===== src/rtl/ysyx_25040111_arb_pkg.sv =====
`default_nettype none
// ============================================================================
// Module   : ysyx_25040111_arb_pkg
// Purpose  : Shared types and constants for the IFU/LSU memory arbiter.
//            - arb_state_e      : arbiter FSM states
//            - GNT_IF / GNT_LS  : encoding of the last-served requester
//            - ERR_DATA_DEFAULT : read data returned on a watchdog timeout
// Revision : 1.0 - initial release
// ============================================================================
package ysyx_25040111_arb_pkg;

  typedef enum logic [1:0] {
    IDLE    = 2'd0,
    BUSY_IF = 2'd1,
    BUSY_LS = 2'd2
  } arb_state_e;

  localparam logic GNT_IF = 1'b1;
  localparam logic GNT_LS = 1'b0;

  localparam logic [31:0] ERR_DATA_DEFAULT = 32'hDEAD_BEEF;

endpackage
`default_nettype wire


===== src/rtl/ysyx_25040111_arb_timer.sv =====
`default_nettype none
// ============================================================================
// Module   : ysyx_25040111_arb_timer
// Purpose  : Watchdog counter for one outstanding memory transaction.
// Ports    : clk    in  core clock
//            reset  in  asynchronous active-high reset
//            clr    in  restart the count at zero (transaction granted)
//            en     in  count this cycle (transaction in flight)
//            expire out high while enabled in the TIMEOUT-th counted cycle
// Revision : 1.0 - initial release
// ============================================================================
module ysyx_25040111_arb_timer #(
  parameter int TIMEOUT = 255
) (
  input  logic clk,
  input  logic reset,
  input  logic clr,
  input  logic en,
  output logic expire
);

  localparam int            CW   = $clog2(TIMEOUT + 1);
  localparam logic [CW-1:0] LAST = CW'(TIMEOUT - 1);

  logic [CW-1:0] cnt_q;
  logic [CW-1:0] cnt_d;

  // The counter parks at LAST; the arbiter always leaves BUSY on expiry,
  // so it never needs to wrap.
  always_comb begin
    cnt_d = cnt_q;
    if (clr) begin
      cnt_d = '0;
    end else if (en && (cnt_q != LAST)) begin
      cnt_d = cnt_q + CW'(1);
    end
  end

  always_ff @(posedge clk or posedge reset) begin
    if (reset) begin
      cnt_q <= '0;
    end else begin
      cnt_q <= cnt_d;
    end
  end

  assign expire = en && (cnt_q == LAST);

endmodule
`default_nettype wire


===== src/rtl/ysyx_25040111_mem_arbiter.sv =====
`default_nettype none
// ============================================================================
// Module   : ysyx_25040111_mem_arbiter
// Purpose  : Round-robin arbiter sharing one memory port between the IFU and
//            the LSU, one transaction outstanding, with a watchdog timeout.
// Ports    : clk, reset                 clock, async active-high reset
//            ifu_req/addr -> ifu_rdata/ok  instruction fetch requester
//            lsu_req/wen/addr/wdata/wmask -> lsu_rdata/ok  load/store requester
//            mem_start/wen/addr/wdata/wmask, mem_rdata/ok  downstream port
//            bus_err      sticky timeout flag
//            conflict_cnt saturating count of IDLE cycles with a tie
// Revision : 1.0 - initial release
// ============================================================================
module ysyx_25040111_mem_arbiter
  import ysyx_25040111_arb_pkg::*;
#(
  parameter int          TIMEOUT  = 255,
  parameter logic [31:0] ERR_DATA = ERR_DATA_DEFAULT
) (
  input  logic        clk,
  input  logic        reset,
  input  logic        ifu_req,
  input  logic [31:0] ifu_addr,
  output logic [31:0] ifu_rdata,
  output logic        ifu_ok,
  input  logic        lsu_req,
  input  logic        lsu_wen,
  input  logic [31:0] lsu_addr,
  input  logic [31:0] lsu_wdata,
  input  logic [3:0]  lsu_wmask,
  output logic [31:0] lsu_rdata,
  output logic        lsu_ok,
  output logic        mem_start,
  output logic        mem_wen,
  output logic [31:0] mem_addr,
  output logic [31:0] mem_wdata,
  output logic [3:0]  mem_wmask,
  input  logic [31:0] mem_rdata,
  input  logic        mem_ok,
  output logic        bus_err,
  output logic [31:0] conflict_cnt
);

  arb_state_e  state_q, state_d;
  logic        last_grant_q, last_grant_d;
  logic [31:0] conflict_q, conflict_d;
  logic        mem_start_q, mem_start_d;
  logic        mem_wen_q, mem_wen_d;
  logic [31:0] mem_addr_q, mem_addr_d;
  logic [31:0] mem_wdata_q, mem_wdata_d;
  logic [3:0]  mem_wmask_q, mem_wmask_d;
  logic [31:0] ifu_rdata_q, ifu_rdata_d;
  logic [31:0] lsu_rdata_q, lsu_rdata_d;
  logic        ifu_ok_q, ifu_ok_d;
  logic        lsu_ok_q, lsu_ok_d;
  logic        bus_err_q, bus_err_d;

  logic        ifu_elig, lsu_elig;
  logic        grant, grant_if;
  logic        timer_expire;
  logic [31:0] done_data;

  // A requester whose ok is high this cycle still shows req; masking it
  // prevents a second grant before it has had a chance to drop req.
  assign ifu_elig  = ifu_req && !ifu_ok_q;
  assign lsu_elig  = lsu_req && !lsu_ok_q;
  // mem_ok on the expiry cycle wins over the timeout.
  assign done_data = mem_ok ? mem_rdata : ERR_DATA;

  ysyx_25040111_arb_timer #(
    .TIMEOUT (TIMEOUT)
  ) u_timer (
    .clk    (clk),
    .reset  (reset),
    .clr    (grant),
    .en     (state_q != IDLE),
    .expire (timer_expire)
  );

  always_comb begin
    state_d      = state_q;
    last_grant_d = last_grant_q;
    conflict_d   = conflict_q;
    mem_start_d  = 1'b0;
    mem_wen_d    = mem_wen_q;
    mem_addr_d   = mem_addr_q;
    mem_wdata_d  = mem_wdata_q;
    mem_wmask_d  = mem_wmask_q;
    ifu_rdata_d  = ifu_rdata_q;
    lsu_rdata_d  = lsu_rdata_q;
    ifu_ok_d     = 1'b0;
    lsu_ok_d     = 1'b0;
    bus_err_d    = bus_err_q;
    grant        = 1'b0;
    grant_if     = 1'b0;

    case (state_q)
      IDLE: begin
        grant = ifu_elig || lsu_elig;
        if (ifu_elig && lsu_elig) begin
          grant_if = (last_grant_q == GNT_LS);
          if (conflict_q != 32'hFFFF_FFFF) begin
            conflict_d = conflict_q + 32'd1;
          end
        end else begin
          grant_if = ifu_elig;
        end

        if (grant) begin
          mem_start_d  = 1'b1;
          last_grant_d = grant_if ? GNT_IF : GNT_LS;
          if (grant_if) begin
            state_d     = BUSY_IF;
            mem_wen_d   = 1'b0;
            mem_addr_d  = ifu_addr;
            mem_wdata_d = '0;
            mem_wmask_d = '0;
          end else begin
            state_d     = BUSY_LS;
            mem_wen_d   = lsu_wen;
            mem_addr_d  = lsu_addr;
            mem_wdata_d = lsu_wdata;
            mem_wmask_d = lsu_wmask;
          end
        end
      end

      BUSY_IF, BUSY_LS: begin
        if (mem_ok || timer_expire) begin
          state_d = IDLE;
          if (!mem_ok) begin
            bus_err_d = 1'b1;
          end
          if (state_q == BUSY_IF) begin
            ifu_ok_d    = 1'b1;
            ifu_rdata_d = done_data;
          end else begin
            lsu_ok_d = 1'b1;
            if (!mem_wen_q) begin
              lsu_rdata_d = done_data;
            end
          end
        end
      end

      default: begin
        state_d = IDLE;
      end
    endcase
  end

  always_ff @(posedge clk or posedge reset) begin
    if (reset) begin
      state_q      <= IDLE;
      last_grant_q <= GNT_LS;
      conflict_q   <= '0;
      mem_start_q  <= 1'b0;
      mem_wen_q    <= 1'b0;
      mem_addr_q   <= '0;
      mem_wdata_q  <= '0;
      mem_wmask_q  <= '0;
      ifu_rdata_q  <= '0;
      lsu_rdata_q  <= '0;
      ifu_ok_q     <= 1'b0;
      lsu_ok_q     <= 1'b0;
      bus_err_q    <= 1'b0;
    end else begin
      state_q      <= state_d;
      last_grant_q <= last_grant_d;
      conflict_q   <= conflict_d;
      mem_start_q  <= mem_start_d;
      mem_wen_q    <= mem_wen_d;
      mem_addr_q   <= mem_addr_d;
      mem_wdata_q  <= mem_wdata_d;
      mem_wmask_q  <= mem_wmask_d;
      ifu_rdata_q  <= ifu_rdata_d;
      lsu_rdata_q  <= lsu_rdata_d;
      ifu_ok_q     <= ifu_ok_d;
      lsu_ok_q     <= lsu_ok_d;
      bus_err_q    <= bus_err_d;
    end
  end

  assign ifu_rdata    = ifu_rdata_q;
  assign ifu_ok       = ifu_ok_q;
  assign lsu_rdata    = lsu_rdata_q;
  assign lsu_ok       = lsu_ok_q;
  assign mem_start    = mem_start_q;
  assign mem_wen      = mem_wen_q;
  assign mem_addr     = mem_addr_q;
  assign mem_wdata    = mem_wdata_q;
  assign mem_wmask    = mem_wmask_q;
  assign bus_err      = bus_err_q;
  assign conflict_cnt = conflict_q;

endmodule
`default_nettype wire


===== config.mk =====
export PLATFORM = sky130hd
export DESIGN_NAME = ysyx_25040111_mem_arbiter
export DESIGN_NICKNAME = d
export VERILOG_FILES = /design/src/rtl/ysyx_25040111_arb_pkg.sv /design/src/rtl/ysyx_25040111_arb_timer.sv /design/src/rtl/ysyx_25040111_mem_arbiter.sv
export SDC_FILE = /design/constraint.sdc
export NUM_CORES = 1
export LEC_CHECK = 0
export BUFFER_PORTS_ARGS = -buffer_cell sky130_fd_sc_hd__buf_2
export CAP_MARGIN = 5
export CORE_UTILIZATION = 33
export DETAILED_ROUTE_END_ITERATION = 16
export SETUP_SLACK_MARGIN = 0.5
export SLEW_MARGIN = 40
export SYNTH_ARGS = -nofsm -noshare
export SYNTH_HDL_FRONTEND = slang
export SYNTH_SLANG_ARGS = --single-unit

===== constraint.sdc =====
create_clock -name clk -period 8.36 [get_ports clk]
set_input_delay 2.508 -clock clk [delete_from_list [all_inputs] [get_ports clk]]
set_output_delay 2.508 -clock clk [all_outputs]
set_load 0.01 [all_outputs]

## Yosys cells after proc, flatten, opt, wreduce, memory -nomap -nowiden

Index checks and enable logic that the tools add are counted.

- Register bits: 180
- Input port bits: 138
- Output and inout port bits: 169
- Logic and storage cells: 69

- $add $sub $neg: 2
- Equality and inequality tests: 7
- Multiplexer cells: 23
- Bitwise logic cells: 4
- Reduce and logical (&&, ||, !) cells: 19

Operators by type and width:

| kind | number |
|---|---|
| $mux W32 | 3 |
| $add A32 B1 Y32 const B | 1 |
| $ne A32 B32 Y1 const B | 1 |
| $mux W8 | 2 |
| $mux W1 | 13 |
| $reduce_and A3 Y1 | 3 |
| $add A8 B1 Y8 const B | 1 |
| $eq A8 B8 Y1 const B | 1 |
| $ne A8 B8 Y1 const B | 1 |
| $mux W2 | 3 |
| $logic_and A1 B1 Y1 | 5 |
| $mux W4 | 1 |
| $ne A2 B2 Y1 const B | 2 |
| $not A1 Y1 | 4 |
| $pmux W2 S2 | 1 |
| $reduce_and A2 Y1 | 2 |
| $reduce_and A4 Y1 | 1 |
| $reduce_bool A2 Y1 | 2 |
| $eq A2 B1 Y1 const B | 1 |
| $eq A2 B2 Y1 const B | 1 |
| $logic_not A1 Y1 | 2 |
| $logic_not A2 Y1 | 1 |
| $logic_or A1 B1 Y1 | 2 |
| $reduce_or A2 Y1 | 1 |

## Logic depth before layout (Yosys ltp)

Gate-level depths: netlist of the first run.

- Depth after elaboration: 8
- Depth in mapped cells: 9
- Gate-level depth less buffers: 7

## Cells and area by module

A second synthesis of the first run with hierarchy kept.

- Cell total of the unflattened synthesis: 686
- Area total of the unflattened synthesis: 7518.5 sq um

Modules (own cells, without submodules):

| module | instances | cells each | area each (sq um) | sequential area each (sq um) |
|---|---|---|---|---|
| ysyx_25040111_mem_arbiter | 1 | 636 | 7035.5 | 4304.1 |
| ysyx_25040111_arb_timer | 1 | 50 | 483.0 | 200.2 |

## Worst setup path after synthesis of the first run

No wires, ideal clock.

- Kind: input port to flip-flop
- Start: input lsu_req
- End: register conflict_q[21], in the netlist conflict_cnt[21]
- Library setup time: 126 ps
- Data arrival time: 3746 ps
- Required time: 8234 ps
- Slack: 4488 ps
- Stages on the path: 5
- Buffers on the path: 0
- Cells stage by stage: nand2b_1 -> or4_4 -> a311oi_4 -> nand4_1 -> xnor2_1

- Cells in the longest elaborated chain, start to end: 3

RTL lines:

| what | RTL line | RTL |
|---|---|---|
| start: declaration | ysyx_25040111_mem_arbiter.sv:26 | `input logic lsu_req,` |
| $logic_and A1 B1 Y1 | ysyx_25040111_mem_arbiter.sv:66 | `assign lsu_elig = lsu_req && !lsu_ok_q;` |
| $logic_and A1 B1 Y1 | ysyx_25040111_mem_arbiter.sv:100 | `if (ifu_elig && lsu_elig) begin` |
| $reduce_and A3 Y1 (no line) | -- |  |
| end signal: assignment | ysyx_25040111_mem_arbiter.sv:170 | `conflict_q <= conflict_d;` |
| end: declaration | ysyx_25040111_mem_arbiter.sv:46 | `logic [31:0] conflict_q, conflict_d;` |

Every way passes these cells.
A chain may end at the register's enable or synchronous reset.

## Worst setup path after layout of the first run

- Start: input lsu_req
- End: register u_timer.cnt_q[2]

- Cells in the longest elaborated chain, start to end: 4
- Elaborated cells on any way between the ends: 5
- Classes of those cells: mux (2); reduce/logical (3)

RTL lines:

| what | RTL line | RTL |
|---|---|---|
| $logic_and A1 B1 Y1 * | ysyx_25040111_mem_arbiter.sv:66 |  |
| $logic_or A1 B1 Y1 * | ysyx_25040111_mem_arbiter.sv:99 | `grant = ifu_elig \|\| lsu_elig;` |
| $mux W1 * | ysyx_25040111_mem_arbiter.sv:97 | `case (state_q)` |
| named net grant | ysyx_25040111_mem_arbiter.sv:59 | `logic grant, grant_if;` |
| $mux W8 / $reduce_bool A2 Y1 (equally long branches) | -- |  |
| end signal: assignment | ysyx_25040111_arb_timer.sv:43 | `cnt_q <= cnt_d;` |
| end: declaration | ysyx_25040111_arb_timer.sv:25 | `logic [CW-1:0] cnt_q;` |

Mark *: on every way through the listed nets, which the timed path passes. The rest lies on a longest branch.

==> results.toml, run 1 <==
[clocking]
cts_hold_buf = 0
cts_htree_levels = 4
cts_resized = 0
cts_setup_buffers = 0
root_buffer = "clkbuf_16"
cts_made_buffers = 17
cts_buffer_depth = 2
cts_tree = "built"
path_clk_slew_ns = 0.07
insertion_delay_ns = 0.42
cts_sinks = 180

[layout]
area_delta_synth_final_pct = 33.2
final_area_um2 = 9660
fillers = 2000
num-nets-final = 997
drive_above_1_share = 0.427
fin_cells = 1144

[timing]
fin_setup_tns_ns = 0
tightestPinTransition_ns = 0.814
relSlewSlack = 0.457
setup_viol_count_final = 0
rsz0062_at_grt = "no"
holdWs_ns = 0.476
hold_viol = 0
drv_slew = 0
finalCritPeriodShare = 0.451
max_freq_ghz = 0.265
skew_ns = 0.00979
fin_crit_ns = 3.77

[route]
wl_mm = 20.9
wl_per_cell_um = 18.2
vias_per_cell = 5.06
vias = 5787
drc = 0
ant_nets = 0
detail_route.iter0.violations = 414
drtPass1Iterations = 5

[pwr]
leakage_uw = 0.00491
ir_drop_v = 0.000149
power_per_cell_area_nw_per_um2 = 362

[grt]
grt_pass1_wl_mm = 31.4
grt_antenna_before_repair = 2
grt_max_degree = 111
grt-ovfl-total = 0
grt_pass1_vias = 5543
grt_use_total = 0.182

[setup_path]
cp_max_fo = 71
path_class = "in -> reg"
cp.arrival_ns = 4.12
cp.required_ns = 8.70
startpoint_type = "primary input"
critPathCaptureType = "flop"

[place]
placed_area_um2 = 9080
dp.final_hpwl_mm = 14.9
dpl.cell_count = 1110
gp_congestion = 0.775
portBuffers = 306

[die]
initial_core_util = 0.341
core_area_um2 = 21300
die_w_um = 150
dieArea_um2 = 22600
num_rows = 53
ios = 307
die_h_um = 150

[synth]
syn_area_per_cell_um2 = 13.1
postSynthCellCount = 555
ys_warn_count = 0
synth-edff-count = 0
synth.ff_latch_count = 180
syn_nets = 698
synth_area_um2 = 7260
postSynth.asyncResetShare = 1.00
yosysSeqAreaShare = 0.621
synth.distinct_cells = 50
synthFlopType = "dfrtp_1"

[min_path]
min-delay-path-class = "reg -> reg"

[run]
drv_cap = 0

[outcome]
status = "completed"
==> cell usage in the layout (no fill, tap or decap), types with 3 or more instances in the layout <==
master / Yosys / final
nand2_2: 0 / 3
o21ai_0: 5 / 5
inv_8: 0 / 4
nand2_1: 24 / 21
nor3_1: 6 / 5
clkbuf_16: 0 / 17
o22a_1: 48 / 48
nor4_1: 4 / 4
xnor2_1: 28 / 28
a222oi_1: 32 / 32
and3_1: 4 / 4
and2_1: 3 / 3
a22o_1: 55 / 55
buf_2: 5 / 306
xor2_1: 9 / 9
nand2b_1: 4 / 4
nor2_1: 14 / 14
nand4_1: 9 / 9
nand3_1: 15 / 15
clkinv_4: 0 / 5
dfrtp_1: 180 / 180
and4_1: 8 / 8
inv_1: 40 / 39
ha_1: 5 / 5
==> stage by stage <==
step                      worst slack, ns  total power (uW)  utilization
after global routing                 4.43              3710        0.454
final                                4.59              3490        0.454
after floorplan                     0.965              2170            -
after global placement               3.97              2720        0.425
after detailed placement             4.15              2750        0.427
after CTS                            4.60              3540        0.453
==> critical path, cell delays in order <==
cell and delay, ns:
buf_2 0.10, nand2b_1 0.20, nand2_1 0.10, nand2_2 0.07, buf_4 0.62, inv_1 0.31, nor2_1 0.18
==> layer usage <==
layer  share of wire  global-route usage  up-vias  wire length (um)
li1                -                   -     2686                 -
met1            0.43               0.245     2914              8990
met2            0.51               0.289      173             10700
met3           0.044              0.0361       14               926
met4           0.012              0.0626        0               260
met5               0                   0        -                 0
==> Yosys cell counts, types with 2 or more instances <==
master	count	share of area
a22o_1	55	0.066
a222oi_1	32	0.044
nor4_4	2	0.0059
and2_1	3	0.0026
xor2_1	9	0.011
buf_2	5	0.0034
nand2b_1	4	0.0034
xnor2_1	28	0.034
clkbuf_1	24	0.012
and4_1	8	0.0097
dfrtp_1	180	0.62
ha_1	5	0.0086
nand2_1	24	0.012
nand3_1	15	0.010
inv_1	40	0.021
nor4_1	4	0.0034
nor3_1	6	0.0041
o22a_1	48	0.058
mux2_2	2	0.0031
o21ai_0	5	0.0034
nor2_1	14	0.0072
and3_2	2	0.0021
and3_1	4	0.0034
nand4_1	9	0.0078
o211ai_1	2	0.0021
==> registers in the layout (all words and copies together), names as in the netlist, 2 cells and up <==
| name | count |
|---|---|
| conflict_cnt | 32 |
| state_q | 2 |
| lsu_rdata | 32 |
| mem_wmask | 4 |
| u_timer.cnt_q | 8 |
| mem_addr | 32 |
| mem_wdata | 32 |
| ifu_rdata | 32 |
==> power by group <==
part	total, uW	switching (uW)	internal (uW)
clock network	769	374	395
registers	1430	218	1210
logic	1290	706	586
==> path summary, 6_finish.rpt <==
path,slack [ns],from,cells after the start,end
setup reg to reg,5.94,state_q[1],6,ifu_rdata[21]
max in group asynchronous,5.14,reset,3,lsu_rdata[16]
hold / removal,0.48,bus_err,1,bus_err
hold reg to reg,0.48,bus_err,1,bus_err
min in group asynchronous,2.15,reset,2,lsu_rdata[26]
setup / recovery,4.59,lsu_req,7,u_timer.cnt_q[2]
==> area by class of cell <==
| cell class | instances | area [um2] | share of cell area |
|---|---|---|---|
| Multi-Input combinational cell | 303 | 2490 | 0.258 |
| Clock buffer | 17 | 425 | 0.0440 |
| Tap cell | 275 | 344 | 0.0356 |
| Timing Repair Buffer | 311 | 1580 | 0.164 |
| Sequential cell | 180 | 4500 | 0.466 |
| Antenna cell | 2 | 5.00 | 0.000518 |
| Clock inverter | 15 | 143 | 0.0148 |
| Inverter | 41 | 166 | 0.0172 |
==> logic make-up (layout without fill, tap and decap cells) <==
kind of cell,Yosys count,after routing,synth area share
AOI/OAI and AO/OA,151,151,0.191
DFF,180,180,0.621
muxes,2,2,0.00310
and+or+nand+nor,108,108,0.0931
adders and majority gates,5,5,0.00862
buffers and inverters,72,384,0.0391
other,0,2,0
xor gates and xnor gates,37,37,0.0447
No activity file was read; power rests on OpenSTA's default activity.
==> run 2, diff against run 1 <==
ABC_AREA = 1   (was default)
clock period = 3.6 ns   (was 8.36 ns; I/O delays follow)
==> run 2 against run 1 <==
  * Synthesized cell count up 68%
  * Total power increased by 130%
  * Sequential power grew 130%
  * Routed wire length grew 9.9%
  * Sequential cell count unchanged
  * Utilization shrank 1.0 points
  * Largest power group unchanged
  * Die area up 10%
  * First-iteration DRC count increased by 11%
  * Non-clock buffer count is 9 higher
  * Largest cell class unchanged
  * Register-to-register slack worse by 4.7 ns
  * Synthesized area grew 10%
  * Global-route usage increased by 0.89 points
==> results.toml, run 2 <==
[pwr]
swShare = 0.390
p_seq_frac = 0.400
power_per_cell_area_nw_per_um2 = 768
ir_drop_v = 0.000315
p_sw_uw = 3140
leakage_uw = 0.00550
p_int_uw = 4910
comb_power_share = 0.366
power.share.clock = 0.234

[clocking]
insertion_delay_ns = 0.43
cts_buffer_depth = 2
cts_resized = 0
root_buffer = "clkbuf_16"
cts_made_buffers = 17
path_clk_slew_ns = 0.07
cts_htree_levels = 4
cts_hold_buf = 0
cts_tree = "built"
cts_sinks = 180
cts_setup_buffers = 0

[setup_path]
cpMaxStageDelayCell = "nand3_2"
cp_max_fo = 24
critPathCaptureType = "flop"
crit_chain = "inv_1 -> ha_1 -> buf_4 -> inv_2 -> nand2_1 -> nor2_1 -> nand2_1 -> nand2_2 -> nand3_2 -> buf_4 -> nand2_1 -> o21ai_1"
slowest_delay_ns = 0.39
startpoint_type = "flop"
cp.arrival_ns = 2.65
path_class = "reg -> reg"
cp.required_ns = 3.90
path_common_cell = "nand2_1"

[place]
portBuffers = 306
dp.final_hpwl_mm = 16.9
gp_congestion = 0.875

[timing]
fin_setup_tns_ns = 0
rsz0062_at_grt = "no"
holdWs_ns = 0.478
setup_viol_count_final = 0
max_freq_ghz = 0.426
fin_crit_ns = 2.35
relSlewSlack = 0.602
tightestPinTransition_ns = 0.596
skew_ns = 0.0178
finalCritPeriodShare = 0.653
hold_viol = 0
drv_slew = 0

[die]
num_rows = 56
initial_core_util = 0.338
dieArea_um2 = 24800
ios = 307
die_w_um = 158
die_h_um = 158
core_area_um2 = 23600

[synth]
synth.distinct_cells = 30
postSynthCellCount = 931
syn_nets = 1074
synthFlopType = "dfrtp_1"
yosys.area.top_type_share = 0.564
synth_area_um2 = 7990
synth_area_leaders = "dfrtp_1, nand2_1, o21ai_1"
yosys-top-cells-count = "nand2_1, dfrtp_1, nor2_1"
ys_warn_count = 0
synth.ff_latch_count = 180
syn_area_per_cell_um2 = 8.58
synth-edff-count = 0
postSynth.asyncResetShare = 1.00
synth.most_common_cell = "nand2_1"
yosysSeqAreaShare = 0.564
yosysTopAreaCell = "dfrtp_1"

[route]
drc = 0
detail_route.iter0.violations = 458
wl_mm = 22.9
wl_per_cell_um = 14.7
vias = 7225
ant_nets = 0
vias_per_cell = 4.63
drtPass1Iterations = 4

[layout]
area_delta_synth_final_pct = 31.2
drive_above_1_share = 0.302
final_cell_mix = "nand2_1, buf_2, dfrtp_1"
num-nets-final = 1371
final_common_cell = "nand2_1"

[grt]
grt_pass1_vias = 7061
grt_antenna_before_repair = 3
grt_max_degree = 71
grt-ovfl-total = 0
grt_pass1_wl_mm = 36.6
grt_use_total = 0.190

[min_path]
min-delay-path-class = "reg -> reg"

[run]
drv_cap = 0

[outcome]
status = "completed"
## run 2: cell types whose count changed after synthesis, sizes merged, moves of 10 or more
cell / before / now
a222oi: 32 / 0
o21ai: 7 / 76
xnor2: 28 / 6
o22a: 48 / 0
buf: 7 / 28
nor2: 14 / 91
clkbuf: 24 / 14
nand3: 17 / 52
nand2: 24 / 367
a22o: 55 / 37
## run 2: worst max-delay path: cells and delay by family, from the launching register on
kind	cells	cell delay, ns
simple gates	6	0.90
compound gates	1	0.07
flops	1	0.37
fa+ha+maj	1	0.19
buf+inv	4	0.69
## run 2: final timing paths
path	from	end	slack (ns)	cells after the start
setup / recovery	state_q[0]	lsu_rdata[15]	1.25	12
hold / removal	bus_err	bus_err	0.48	1
setup reg to reg	state_q[0]	lsu_rdata[15]	1.25	12
hold reg to reg	bus_err	bus_err	0.48	1
max in group asynchronous	reset	lsu_rdata[13]	2.10	3
min in group asynchronous	reset	mem_wdata[23]	0.71	2
## run 2: cell type report
type | count | area (um2)
Tap cell | 319 | 399
Fill cell | 2417 | 13100
Sequential cell | 180 | 4500
Clock buffer | 18 | 429
Antenna cell | 2 | 5.00
Multi-Input combinational cell | 673 | 3130
Inverter | 36 | 139
Timing Repair Buffer | 320 | 1710
Clock inverter | 14 | 158
## run 2: power groups by stage
stage	logic (uW)	clock network, uW	registers (uW)
finish	2950	1880	3220
global route	3300	2000	3320
CTS	3010	1930	3220
detailed placement	3030	0	3230
global placement	2940	0	3250
floorplan	1400	0	3560
## run 2: logic make-up (layout without fill, tap and decap cells)
| kind of cell | Yosys count | after routing | synth area share |
|---|---|---|---|
| and+or+nand+nor | 537 | 537 | 0.276 |
| DFF | 180 | 180 | 0.564 |
| AOI/OAI and AO/OA | 115 | 115 | 0.0897 |
| buffers and inverters | 78 | 388 | 0.0449 |
| xor gates and xnor gates | 16 | 16 | 0.0175 |
| adders and majority gates | 5 | 5 | 0.00783 |
| other | 0 | 2 | 0 |
## run 2: metal layers
layer  part of all wire  global-route usage  vias up
li1                   -                   -     3614
met1               0.44               0.239     3363
met2               0.49               0.327      228
met3              0.055              0.0438       18
met4              0.013              0.0527        2
met5            0.00057                   0        -
## run 2: metrics by stage
step                setup slack, ns  total power [uW]  utilization  cells  cell area, um2
floorplan                     0.211              4960            -    931            7990
global placement               1.09              6200        0.419   1528            9890
detailed placement             1.06              6250        0.419   1528            9890
CTS                            1.21              8160        0.444   1560           10500
global route                  0.928              8610        0.444   1562           10500
finish                         1.25              8050        0.444   1562           10500
==> run 3, diff against run 2 <==
clock period = 2.2 ns   (was 3.6 ns; I/O delays follow)
==> run 3 against run 2 <==
  * Global-route usage increased by 1.4 points
  * Clock-buffer cell count unchanged
  * Worst setup slack got worse by 0.83 ns
  * Utilization increased by 5.3 points
  * Die area unchanged
  * First-iteration DRC count decreased by 14%
  * Cell count increased by 5.1%
  * Clock skew decreased by 0.0040 ns
  * Non-clock buffer count increased by 78
  * Sequential power increased by 63%
  * Largest cell class unchanged
  * Clock power increased by 73%
==> results.toml, run 3 (synthesized netlist as in run 2, its figures left out) <==
[setup_path]
startpoint_type = "flop"
cp.required_ns = 1.54
path_common_cell = "buf_6"
crit_chain = "buf_6 -> buf_6"
cp.arrival_ns = 1.12
slowest_delay_ns = 0.44
cp_max_fo = 3
path_class = "reg -> out"
cpMaxStageDelayCell = "dfrtp_1"
critPathCaptureType = "output pin"

[timing]
drv_slew = 0
max_freq_ghz = 0.563
rsz0062_at_grt = "yes"
hold_viol = 0
holdWs_ns = 0.307
finalCritPeriodShare = 0.808
relSlewSlack = 0.598
setup_viol_count_final = 0
fin_crit_ns = 1.78
tightestPinTransition_ns = 0.602
skew_ns = 0.0138

[place]
portBuffers = 306
dp.final_hpwl_mm = 17.3
gp_congestion = 0.830

[die]
core_area_um2 = 23600
initial_core_util = 0.338
die_h_um = 158
ios = 307
num_rows = 56
dieArea_um2 = 24800
die_w_um = 158

[grt]
grt_max_degree = 68
grt_pass1_vias = 7611
grt_pass1_wl_mm = 39.1
grt-ovfl-total = 0
grt_antenna_before_repair = 3
grt_use_total = 0.205

[min_path]
min-delay-path-class = "in -> async"

[clocking]
cts_buffer_depth = 2
cts_hold_buf = 0
cts_htree_levels = 4
cts_tree = "built"
root_buffer = "clkbuf_16"
cts_sinks = 180
path_clk_slew_ns = 0.08
cts_made_buffers = 17
insertion_delay_ns = 0.43

[outcome]
status = "completed"

[route]
drc = 0
ant_nets = 0
drtPass1Iterations = 5
highest_layer = "met5"
wl_met3_mm = 1.59
wl_met2_mm = 13.1
wl_mm = 26.3
vias = 7738
detail_route.iter0.violations = 395
wl_met1_mm = 10.8
vias_per_cell = 4.72
wl_per_cell_um = 16.1

[run]
drv_cap = 0

[layout]
num-nets-final = 1451
final_common_cell = "nand2_1"
final_cell_mix = "nand2_1, buf_2, dfrtp_1"
area_delta_synth_final_pct = 46.9
utilization = 0.497
drive_above_1_share = 0.399

[pwr]
power_per_cell_area_nw_per_um2 = 1240
ir_drop_v = 0.000607
leakage_uw = 0.00608
run 3: cell types whose count changed in the layout (fill, tap and decap cells not counted), moves of 7 or more:
cell     delta
buf_12      +7
nand2_1     -8
nor2_2     +11
nor2_1     -13
o21ai_1    -32
o21ai_2    +32
buf_6      +17
dfrtp_1    -11
buf_2      -11
dfrtp_2    +11
buf_4      +56
run 3: power breakdown:
group	internal (uW)	total, uW	switching [uW]	leakage [uW]
Combinational	2690	6080	3380	0.00350
Sequential	4560	5260	703	0.00227
Clock	1700	3260	1570	0.000311
run 3: per-stage QoR:
step | setup TNS (ns) | area, um2 | worst slack, ns | std cells | total power [uW]
4_1_cts | 0 | 11200 | 0.440 | 1620 | 14100
5_1_grt | 0 | 11700 | 0.356 | 1641 | 15600
3_5_place_dp | 0 | 10000 | 0.335 | 1536 | 10300
6_report | 0 | 11700 | 0.422 | 1641 | 14600
3_3_place_gp | 0 | 10000 | 0.390 | 1536 | 10200
2_1_floorplan | -138.35 | 8000 | -0.769 | 931 | 8120
run 3: metal layers:
metal / global-route usage / vias up
li1: - / 3774
met2: 0.348 / 289
met5: 0 / -
met1: 0.246 / 3623
met4: 0.0906 / 2
met3: 0.0498 / 50
run 3: cell type report:
cell class / instances / area (um2)
multi-input cells: 675 / 3400
flip-flops and latches: 180 / 4520
diodes: 1 / 2.50
clock buffers: 18 / 439
clock inverters: 14 / 204
well taps: 319 / 399
repair buffers: 398 / 2630
fillers: 2262 / 11900
inverters: 36 / 139
run 3: worst max-delay path, delay by kind of cell (launching register included):
| family | cells | cell delay [ns] |
|---|---|---|
| buf+inv | 2 | 0.25 |
| flops | 1 | 0.44 |
run 3: worst paths after layout:
| check | slack, ns | startpoint | to | depth (start not counted) |
|---|---|---|---|---|
| max in group asynchronous | 1.27 | reset | mem_wdata[17] | 3 |
| setup reg to reg | 0.46 | conflict_cnt[1] | conflict_cnt[28] | 12 |
| min in group clk | 0.43 | ifu_addr[1] | mem_addr[1] | 3 |
| hold reg to reg | 0.48 | bus_err | bus_err | 1 |
| hold / removal | 0.31 | reset | ifu_rdata[8] | 2 |
| setup / recovery | 0.42 | conflict_cnt[0] | conflict_cnt[0] | 2 |
run 3: timing repair:
action                                  4_1_cts  5_1_grt
pin swaps                                     4       16
endpoints found under the setup margin      131      143
gates resized for setup                      29       82
gates cloned                                  3        9
setup buffers                                49       11
